==> src/rtl/risc_fetch_pkg.sv <==
// rtl/risc_fetch_pkg.sv - shared constants and queue entry type for the fetch stage
package risc_fetch_pkg;

  localparam int DEF_IW = 13;
  localparam int DEF_AW = 5;
  localparam logic [DEF_IW-1:0] NOP_INSTR = '0;

  typedef struct packed {
    logic [DEF_AW-1:0] pc;
    logic [DEF_IW-1:0] instr;
  } fetch_entry_t;

endpackage

==> src/rtl/risc_fetch_queue.sv <==
// rtl/risc_fetch_queue.sv - DEPTH-entry circular prefetch FIFO with clear over push
module risc_fetch_queue
  import risc_fetch_pkg::*;
#(
  parameter int DEPTH = 2,
  parameter type entry_t = fetch_entry_t,
  localparam int PW = $clog2(DEPTH),
  localparam int CW = $clog2(DEPTH + 1)
) (
  input  logic          clk,
  input  logic          rst_n,
  input  logic          clear,
  input  logic          push,
  input  entry_t        push_data,
  input  logic          pop,
  output entry_t        head,
  output logic [CW-1:0] count,
  output logic          empty
);

  entry_t        mem [DEPTH];
  logic [PW-1:0] rd_ptr;
  logic [PW-1:0] wr_ptr;

  // Pointers wrap explicitly so DEPTH need not be a power of two.
  function automatic logic [PW-1:0] bump(input logic [PW-1:0] p);
    return (p == PW'(DEPTH - 1)) ? '0 : p + PW'(1);
  endfunction

  always_ff @(posedge clk or negedge rst_n) begin
    if (!rst_n) begin
      rd_ptr <= '0;
      wr_ptr <= '0;
      count  <= '0;
    end else if (clear) begin
      rd_ptr <= '0;
      wr_ptr <= '0;
      count  <= '0;
    end else begin
      if (push) wr_ptr <= bump(wr_ptr);
      if (pop)  rd_ptr <= bump(rd_ptr);
      count <= count + CW'(push) - CW'(pop);
    end
  end

  always_ff @(posedge clk) begin
    if (push && !clear) mem[wr_ptr] <= push_data;
  end

  assign head  = mem[rd_ptr];
  assign empty = (count == '0);

endmodule

==> src/rtl/risc_fetch_unit.sv <==
// rtl/risc_fetch_unit.sv - PC generation, fetch issue and redirect handling in front of decode
module risc_fetch_unit
  import risc_fetch_pkg::*;
#(
  parameter int IW = DEF_IW,
  parameter int AW = DEF_AW,
  parameter int DEPTH = 2,
  parameter logic [AW-1:0] RESET_PC = '0,
  parameter logic [IW-1:0] NOP = IW'(NOP_INSTR)
) (
  input  logic          clk,
  input  logic          rst_n,
  output logic          imem_req,
  output logic [AW-1:0] imem_addr,
  input  logic [IW-1:0] imem_data,
  input  logic          redirect,
  input  logic [AW-1:0] redirect_pc,
  output logic          ir_valid,
  input  logic          ir_ready,
  output logic [IW-1:0] ir,
  output logic [AW-1:0] pc
);

  localparam int CW = $clog2(DEPTH + 1);
  localparam int OW = CW + 1;

  typedef struct packed {
    logic [AW-1:0] pc;
    logic [IW-1:0] instr;
  } entry_t;

  logic [AW-1:0] fetch_pc;
  logic          inflight;
  logic [AW-1:0] inflight_pc;
  logic [CW-1:0] q_count;
  logic          q_empty;
  logic          pop;
  logic          push;
  logic [OW-1:0] occ;
  entry_t        head;
  entry_t        push_entry;

  assign ir_valid = !q_empty;
  assign pop      = ir_valid & ir_ready;
  assign push     = inflight & ~redirect;

  // Reserve a slot for the outstanding response so a push never meets a full queue.
  assign occ       = {1'b0, q_count} + OW'(inflight) - OW'(pop);
  assign imem_req  = rst_n & ~redirect & (occ < OW'(DEPTH));
  assign imem_addr = fetch_pc;

  assign push_entry.pc    = inflight_pc;
  assign push_entry.instr = imem_data;

  always_ff @(posedge clk or negedge rst_n) begin
    if (!rst_n) begin
      fetch_pc    <= RESET_PC;
      inflight    <= 1'b0;
      inflight_pc <= '0;
    end else if (redirect) begin
      fetch_pc <= redirect_pc;
      inflight <= 1'b0;
    end else if (imem_req) begin
      fetch_pc    <= fetch_pc + AW'(1);
      inflight    <= 1'b1;
      inflight_pc <= fetch_pc;
    end else begin
      inflight <= 1'b0;
    end
  end

  risc_fetch_queue #(
    .DEPTH  (DEPTH),
    .entry_t(entry_t)
  ) u_queue (
    .clk      (clk),
    .rst_n    (rst_n),
    .clear    (redirect),
    .push     (push),
    .push_data(push_entry),
    .pop      (pop),
    .head     (head),
    .count    (q_count),
    .empty    (q_empty)
  );

  assign ir = ir_valid ? head.instr : NOP;
  assign pc = ir_valid ? head.pc : '0;

endmodule

==> config.mk <==
export PLATFORM = sky130hd
export DESIGN_NAME = risc_fetch_unit
export DESIGN_NICKNAME = d
export VERILOG_FILES = /design/src/rtl/risc_fetch_pkg.sv /design/src/rtl/risc_fetch_queue.sv /design/src/rtl/risc_fetch_unit.sv
export SDC_FILE = /design/constraint.sdc
export NUM_CORES = 1
export LEC_CHECK = 0
export ABC_AREA = 1
export BUFFER_PORTS_ARGS = -buffer_cell sky130_fd_sc_hd__buf_2
export CORE_ASPECT_RATIO = 1.1
export CORE_MARGIN = 3
export CORE_UTILIZATION = 53
export CTS_CLUSTER_SIZE = 12
export DETAILED_ROUTE_END_ITERATION = 8
export PLACE_DENSITY = 0.78
export SLEW_MARGIN = 10
export SYNTH_ARGS = -nofsm -noshare
export SYNTH_HDL_FRONTEND = slang
export SYNTH_SLANG_ARGS = --single-unit
export TNS_END_PERCENT = 30
==> constraint.sdc <==
create_clock -name clk -period 2.5 [get_ports clk]
set_input_delay 0.125 -clock clk [delete_from_list [all_inputs] [get_ports clk]]
set_output_delay 0.125 -clock clk [all_outputs]
set_load 0.02 [all_outputs]
==> results of run 1 <==
-- cells in the mapped netlist (2+ instances only) --
master | number | area [µm²]
nand2_1 | 71 | 266.5
edfxtp_1 | 36 | 1081
a21oi_1 | 19 | 95.09
dfrtp_1 | 15 | 375.4
inv_1 | 12 | 45.04
nand3_1 | 11 | 55.05
nor2_1 | 8 | 30.03
buf_2 | 4 | 20.02
ha_1 | 4 | 50.05
o21ai_0 | 4 | 20.02
buf_4 | 2 | 15.01
buf_6 | 2 | 22.52
nand4_1 | 2 | 12.51
o21ai_2 | 2 | 17.52
-- critical path, stage by stage, from the launching register on --
cell and delay [ns]:
dfrtp_2 0.45, nor2_4 0.13, nor2_2 0.05, ha_1 0.29
inv_2 0.07, nand2_2 0.06, fa_2 0.60, nand3_4 0.08
nor2_4 0.16, buf_6 0.13
-- area by class of cell --
class / count / area, µm²
inverter: 15 / 63.81
timing repair buffer: 67 / 426.7
sequential: 51 / 1458
fill: 296 / 1245
clock inverter: 3 / 20.02
tap: 52 / 65.06
multi-input combinational: 129 / 646.9
clock buffer: 5 / 68.82
-- registers in the layout, indices dropped and copies added (netlist names) --
name	cells
u_queue.wr_ptr	1
inflight_pc	5
imem_addr	5
inflight	1
u_queue.mem	36
u_queue.rd_ptr	1
u_queue.count	2
-- final timing paths --
path | to | slack [ns] | cells after the start
setup / recovery | imem_req | 0.05 | 9
hold / removal | u_queue.mem[0][0] | 0.02 | 1
setup reg to reg | imem_addr[3] | 0.19 | 11
hold reg to reg | u_queue.mem[0][13] | 0.49 | 0
max in group asynchronous | u_queue.count[1] | 1.90 | 2
min in group asynchronous | imem_addr[4] | 0.28 | 2
-- kinds of logic (layout without fill, tap and decap cells) --
family | Yosys count | after routing
and+or+nand+nor | 98 | 98
adders and majority gates | 5 | 5
AOI/OAI and AO/OA | 25 | 25
xor gates and xnor gates | 1 | 1
DFF | 51 | 51
buffers and inverters | 23 | 90
-- metal layers --
layer	up-vias	share of wire (%)	GRT usage (%)
met1	715	42	20.06
met5	-	0	0
met4	0	2.2	7.432
met3	9	6.4	5.199
li1	806	-	-
met2	52	50	28.97
-- power by group through the flow --
stage          sequential (mW)  clock, mW  combinational (mW)
6_report                  1.24      0.456                1.34
5_1_grt                   1.26      0.516                1.50
4_1_cts                   1.23      0.472                1.26
3_5_place_dp              1.25          0                1.23
3_3_place_gp              1.24          0                1.20
2_1_floorplan             1.26          0               0.887
-- metrics by stage --
stage / instance area (µm²) / setup TNS [ns] / hold WS (ns) / utilization [%]
global placement: 2477 / 0 / 0.07144 / 62.03
detailed placement: 2477 / 0 / 0.07452 / 62.03
finish: 2749 / 0 / 0.01722 / 68.83
global route: 2749 / -0.05201 / 0.002480 / 68.83
CTS: 2644 / 0 / 0.0005750 / 66.20
floorplan: 2210 / 0 / -0.1706 / -
-- timing repair --
item,CTS,global route
gates resized for setup,0,9
buffers inserted,1,3
hold buffers,7,6
setup endpoints to repair,1,2
pin swaps,1,5
endpoints found under the hold margin,26,12
==> summary.md, run 1 <==
| Metric | Value |
|---|---|
| Port bufs | `46` |
| First-pass GRT wire length | `6.258 mm` |
| Place WS | `0.2242 ns` |
| Diode count | `0` |
| Synth Area in Simple Gates | `19.03%` |
| CP Data Required Time | `2.38 ns` |
| IO Pins | `47` |
| Worst r2r src | `u_queue.count[1]` |
| # clock sinks | `51` |
| Initial antenna violation count | `0` |
| Via count | `1582` |
| Critical path launch point | `u_queue.count[1]` |
| Yosys cell types | `25` |
| WL per Instance | `12.46 µm` |
| Initial DRC Count | `116` |
| GR Overflow Total | `0` |
| Max Slew Vio Count | `0` |
| CP max FO | `3` |
| Crit path time final | `2.447 ns` |
| Slew @ Worst Pin | `0.5312 ns` |
| Clock Latency Late Sink | `0.30 ns` |
| CTS max path bufs | `2` |
| Non-Filler Instances | `322` |
| Nets | `296` |
| Detailed Place HPWL | `2.526 mm` |
| Commonest non-fill, non-tap cell in the layout | `nand2_1` |
| Cell leakage power | `1.225 nW` |
| Final Worst Setup Slack | `0.05266 ns` |
| Fin. Hold Viols | `0` |
| CP startpoint kind | `register` |
| Die ar. | `4981 µm²` |
| Hold Path Origin | `imem_data[0]` |
| Mapped Cells | `203` |
| Detail Route Antenna Nets | `0` |
| # DRC | `0` |
| Synth Area in Adders | `3.171%` |
| Sw Share | `41.56%` |
| Post-synth EDFFs | `36` |
| Worst vdd ir | `0.4964 mV` |
| Max-cap check violation count | `0` |
| CORE AREA | `3994 µm²` |
| Hold Path Class | `in2reg` |
| Die height | `73.72 µm` |
| Drt pass-1 iters | `4` |
| Synthesis Warnings | `0` |
| Most frequent cells in the layout | `70 x nand2_1, 45 x buf_2, 36 x edfxtp_1, 19 x a21oi_1, 14 x dfrtp_1` |
| Number of global-route vias before repair | `1433` |
| Synthesized cell area | `2210 µm²` |
| Starting density of the core | `55.33%` |
| FMAX | `408.6 MHz` |
| Die span in x | `67.57 µm` |
| Register share of total power | `40.8%` |
| Rel. slew slack | `64.37%` |
| Complex-gate fraction of the synthesized area | `6.002%` |
| Area growth syn-to-layout | `24.41%` |
| Final Power | `3.040 mW` |
| Combinational Power Share | `44.2%` |
| Status | `finished clean` |
| Total wire length | `4.011 mm` |
| Async set-or-reset flop fraction in the synthesized netlist | `29.41%` |
| Xor/xnor cell area share of the yosys netlist | `0.3964%` |
| Share of cells above drive strength 1 | `28.15%` |
| Final setup violation count | `0` |
| CP endpoint kind | `primary output` |
| Seq cells post-synth | `51` |
| Top FF cell, synth | `edfxtp_1` |
| Largest net degree at the start of global routing | `21` |
| Clock root cell | `clkbuf_8` |
| Mux cell area share after synthesis | `0%` |
| Row Count | `24` |
| H-tree Lvls | `2` |
| Avg Vias per Cell | `4.913` |
| Seq/Total Area, Yosys | `65.91%` |
| Placed cell count | `297` |
| Crit share post-route | `97.89%` |
| CP arrival | `2.32 ns` |
| Worst clock skew | `0.009112 ns` |
| NetSw | `1.263 mW` |
| Inserted Clock Buffers | `5` |
| Syn Area/Cell | `10.88 µm²` |
| Largest family of logic cells by synthesized area | `simple AND/OR/NAND/NOR gates` |
| Critical setup path kind | `reg2out` |
| Post-Syn Nets | `230` |
| Cell-internal power | `1.776 mW` |
| Gpl congestion | `0.8030` |
| All-Layer GR Usage | `17.20%` |
| P per Cell Area | `1106 nW/µm²` |
| Power share of the clock group | `15.0%` |
| CTS clk-pin slew, worst paths | `0.09 ns` |
| TritonCTS clock tree | `yes` |
No activity file was read; power rests on OpenSTA's default activity.
==> run 2: changes to the inputs <==
--- a/config.mk
+++ b/config.mk
@@ -12,7 +12,7 @@
 export CORE_UTILIZATION = 53
 export CTS_CLUSTER_SIZE = 12
 export DETAILED_ROUTE_END_ITERATION = 8
-export PLACE_DENSITY = 0.78
+export PLACE_DENSITY = 0.87
 export SLEW_MARGIN = 10
 export SYNTH_ARGS = -nofsm -noshare
 export SYNTH_HDL_FRONTEND = slang
==> summary.md, run 2 (same netlist as run 1, synthesis figures left out) <==
| Metric | Value |
|---|---|
| Inserted Clock Buffers | `5 (unchanged)` |
| Die height | `73.72 µm (unchanged)` |
| # clock sinks | `51 (unchanged)` |
| Via count | `1597 (+0.95%)` |
| Critical setup path kind | `reg2out` |
| Setup TNS | `0 ns (unchanged)` |
| Register cell area after layout | `1458 µm² (unchanged)` |
| Met3 wire length | `216 µm (-16%)` |
| Detailed Place HPWL | `2.683 mm (+6.2%)` |
| Final Worst Setup Slack | `0.1202 ns (+0.06754 ns)` |
| Register share of total power | `41.6% (+0.8 points)` |
| CP endpoint kind | `primary output` |
| First-pass GRT wire length | `6.624 mm (+5.8%)` |
| Biggest register | `u_queue.mem` |
| CP max FO | `2 (-1)` |
| Worst clock skew | `0.005197 ns (-0.003915 ns)` |
| Hold depth | `1 (unchanged)` |
| Nets | `287 (-3.0%)` |
| Drt pass-1 iters | `4 (unchanged)` |
| WL met2 | `2.195 mm (+9.9%)` |
| CORE AREA | `3994 µm² (unchanged)` |
| Avg Vias per Cell | `5.102 (+3.9%)` |
| Final setup violation count | `0 (unchanged)` |
| CTS max path bufs | `2 (unchanged)` |
| # DRC | `0 (unchanged)` |
| Status | `finished clean` |
| CTS clk-pin slew, worst paths | `0.09 ns (about the same)` |
| Cell-internal power | `1.736 mW (-2.3%)` |
| H-tree Lvls | `2 (unchanged)` |
| FMAX | `420.2 MHz (+2.8%)` |
| Hold Path Class | `in2reg` |
| Detail Route Antenna Nets | `0 (unchanged)` |
| Combinational Power Share | `43.2% (-1.0 points)` |
| NetSw | `1.234 mW (-2.3%)` |
| Initial antenna violation count | `0 (unchanged)` |
| Power share of the clock group | `15.2% (+0.2 points)` |
| Place WS | `0.1876 ns (-0.03654 ns)` |
| Max Slew Vio Count | `0 (unchanged)` |
| Row Count | `24 (unchanged)` |
| Die ar. | `4981 µm² (unchanged)` |
| M1 WL | `1.618 mm (-2.9%)` |
| Area growth syn-to-layout | `19.76%` |
| Max layer used | `met4` |
| Fin Hold WS | `0.009844 ns (-0.007371 ns)` |
| All-Layer GR Usage | `18.46% (+1.3 points)` |
| Fin. Hold Viols | `0 (unchanged)` |
| Crit path time final | `2.380 ns (-0.06754 ns)` |
| Rel. slew slack | `64.44% (+0.078 points)` |
| Worst vdd ir | `0.5974 mV (+20%)` |
| Commonest non-fill, non-tap cell in the layout | `nand2_1` |
| CP Data Required Time | `2.38 ns (about the same)` |
| Diode count | `0 (unchanged)` |
| Port bufs | `46 (unchanged)` |
| GR Overflow Total | `0 (unchanged)` |
| Largest net degree at the start of global routing | `21 (unchanged)` |
| CP startpoint kind | `register` |
| CP arrival | `2.25 ns (-0.07 ns)` |
| P per Cell Area | `1123 nW/µm² (+1.5%)` |
| Gpl congestion | `0.8092 (+0.77%)` |
| Clock root cell | `clkbuf_8` |
| Max reg flops | `36 (unchanged)` |
| Number of global-route vias before repair | `1481 (+3.3%)` |
| Area of the multi-input gates | `636.9 µm² (-1.5%)` |
| Starting density of the core | `55.33% (unchanged)` |
| TritonCTS clock tree | `yes` |
| Placed cell count | `297 (unchanged)` |
| Most frequent cells in the layout | `71 x nand2_1, 45 x buf_2, 36 x edfxtp_1, 19 x a21oi_1, 14 x dfrtp_1` |
| IO Pins | `47 (unchanged)` |
| Crit share post-route | `95.19% (-2.7 points)` |
| Share of cells above drive strength 1 | `27.20% (-0.95 points)` |
| Total wire length | `4.110 mm (+2.5%)` |
| Filler cells | `317 (+7.1%)` |
| Slew @ Worst Pin | `0.5301 ns (-0.001159 ns)` |
| Initial DRC Count | `59 (-49%)` |
| Cell leakage power | `1.185 nW (-3.3%)` |
| Non-Filler Instances | `313 (-2.8%)` |
| Die span in x | `67.57 µm (unchanged)` |
| FF-to-FF path depth | `11 (unchanged)` |
| Clock Latency Late Sink | `0.30 ns (about the same)` |
| WL per Instance | `13.13 µm (+5.4%)` |
| Max-cap check violation count | `0 (unchanged)` |
| Sw Share | `41.55% (about the same)` |
## run 2: worst paths after layout
kind | slack, ns | startpoint | end
worst max-delay path | 0.12 | u_queue.count[0] | imem_req
max in group asynchronous | 1.93 | rst_n | u_queue.count[1]
worst max register to register | 0.24 | u_queue.count[0] | imem_addr[1]
worst min-delay path | 0.01 | imem_data[11] | u_queue.mem[0][11]
min in group asynchronous | 0.27 | rst_n | imem_addr[1]
worst min register to register | 0.48 | inflight_pc[1] | u_queue.mem[0][14]
## run 2: through the flow
| step | power [mW] | utilization, % | instance area, µm² |
|---|---|---|---|
| after floorplan | 2.144 | - | 2210 |
| after global placement | 2.441 | 62.03 | 2477 |
| after detailed placement | 2.489 | 62.03 | 2477 |
| after CTS | 2.958 | 65.60 | 2620 |
| after global routing | 3.184 | 66.26 | 2646 |
| final | 2.971 | 66.26 | 2646 |
## run 2: layer usage
layer  vias up  global-route usage, %
met1       758                  19.55
met4         0                  8.784
met3         5                  5.657
li1        787                      -
met2        47                  32.76
met5         -                      0
## run 2: power groups by stage
stage	Clock [mW]	Combinational (mW)	Sequential, mW
after CTS	0.464	1.26	1.24
after detailed placement	0	1.24	1.25
final	0.452	1.28	1.23
after global placement	0	1.20	1.24
after floorplan	0	0.887	1.26
after global routing	0.489	1.44	1.26
## run 2: cell type report
| cell class | instances | area share (%) |
|---|---|---|
| Sequential cell | 51 | 55.08 |
| Multi-Input combinational cell | 129 | 24.07 |
| Timing Repair Buffer | 58 | 12.77 |
| Clock buffer | 6 | 2.742 |
| Tap cell | 52 | 2.459 |
| Inverter | 15 | 2.411 |
| Clock inverter | 2 | 0.4728 |
## run 2: repair_timing
item,in CTS,in global routing
pin swaps,1,0
resized for setup,0,4
endpoints found under the setup margin,1,3
endpoints found under the hold margin,23,2
setup buffers,1,1
hold buffers,5,1
## run 2: critical path, cell delays in order (launching register included)
cell and delay (ns):
dfrtp_1 0.41, nor2_2 0.14, nor2_1 0.07, ha_1 0.26, inv_1 0.07, nand2_1 0.07, fa_2 0.57, nand3_4 0.09
nor2_4 0.12, buf_4 0.15
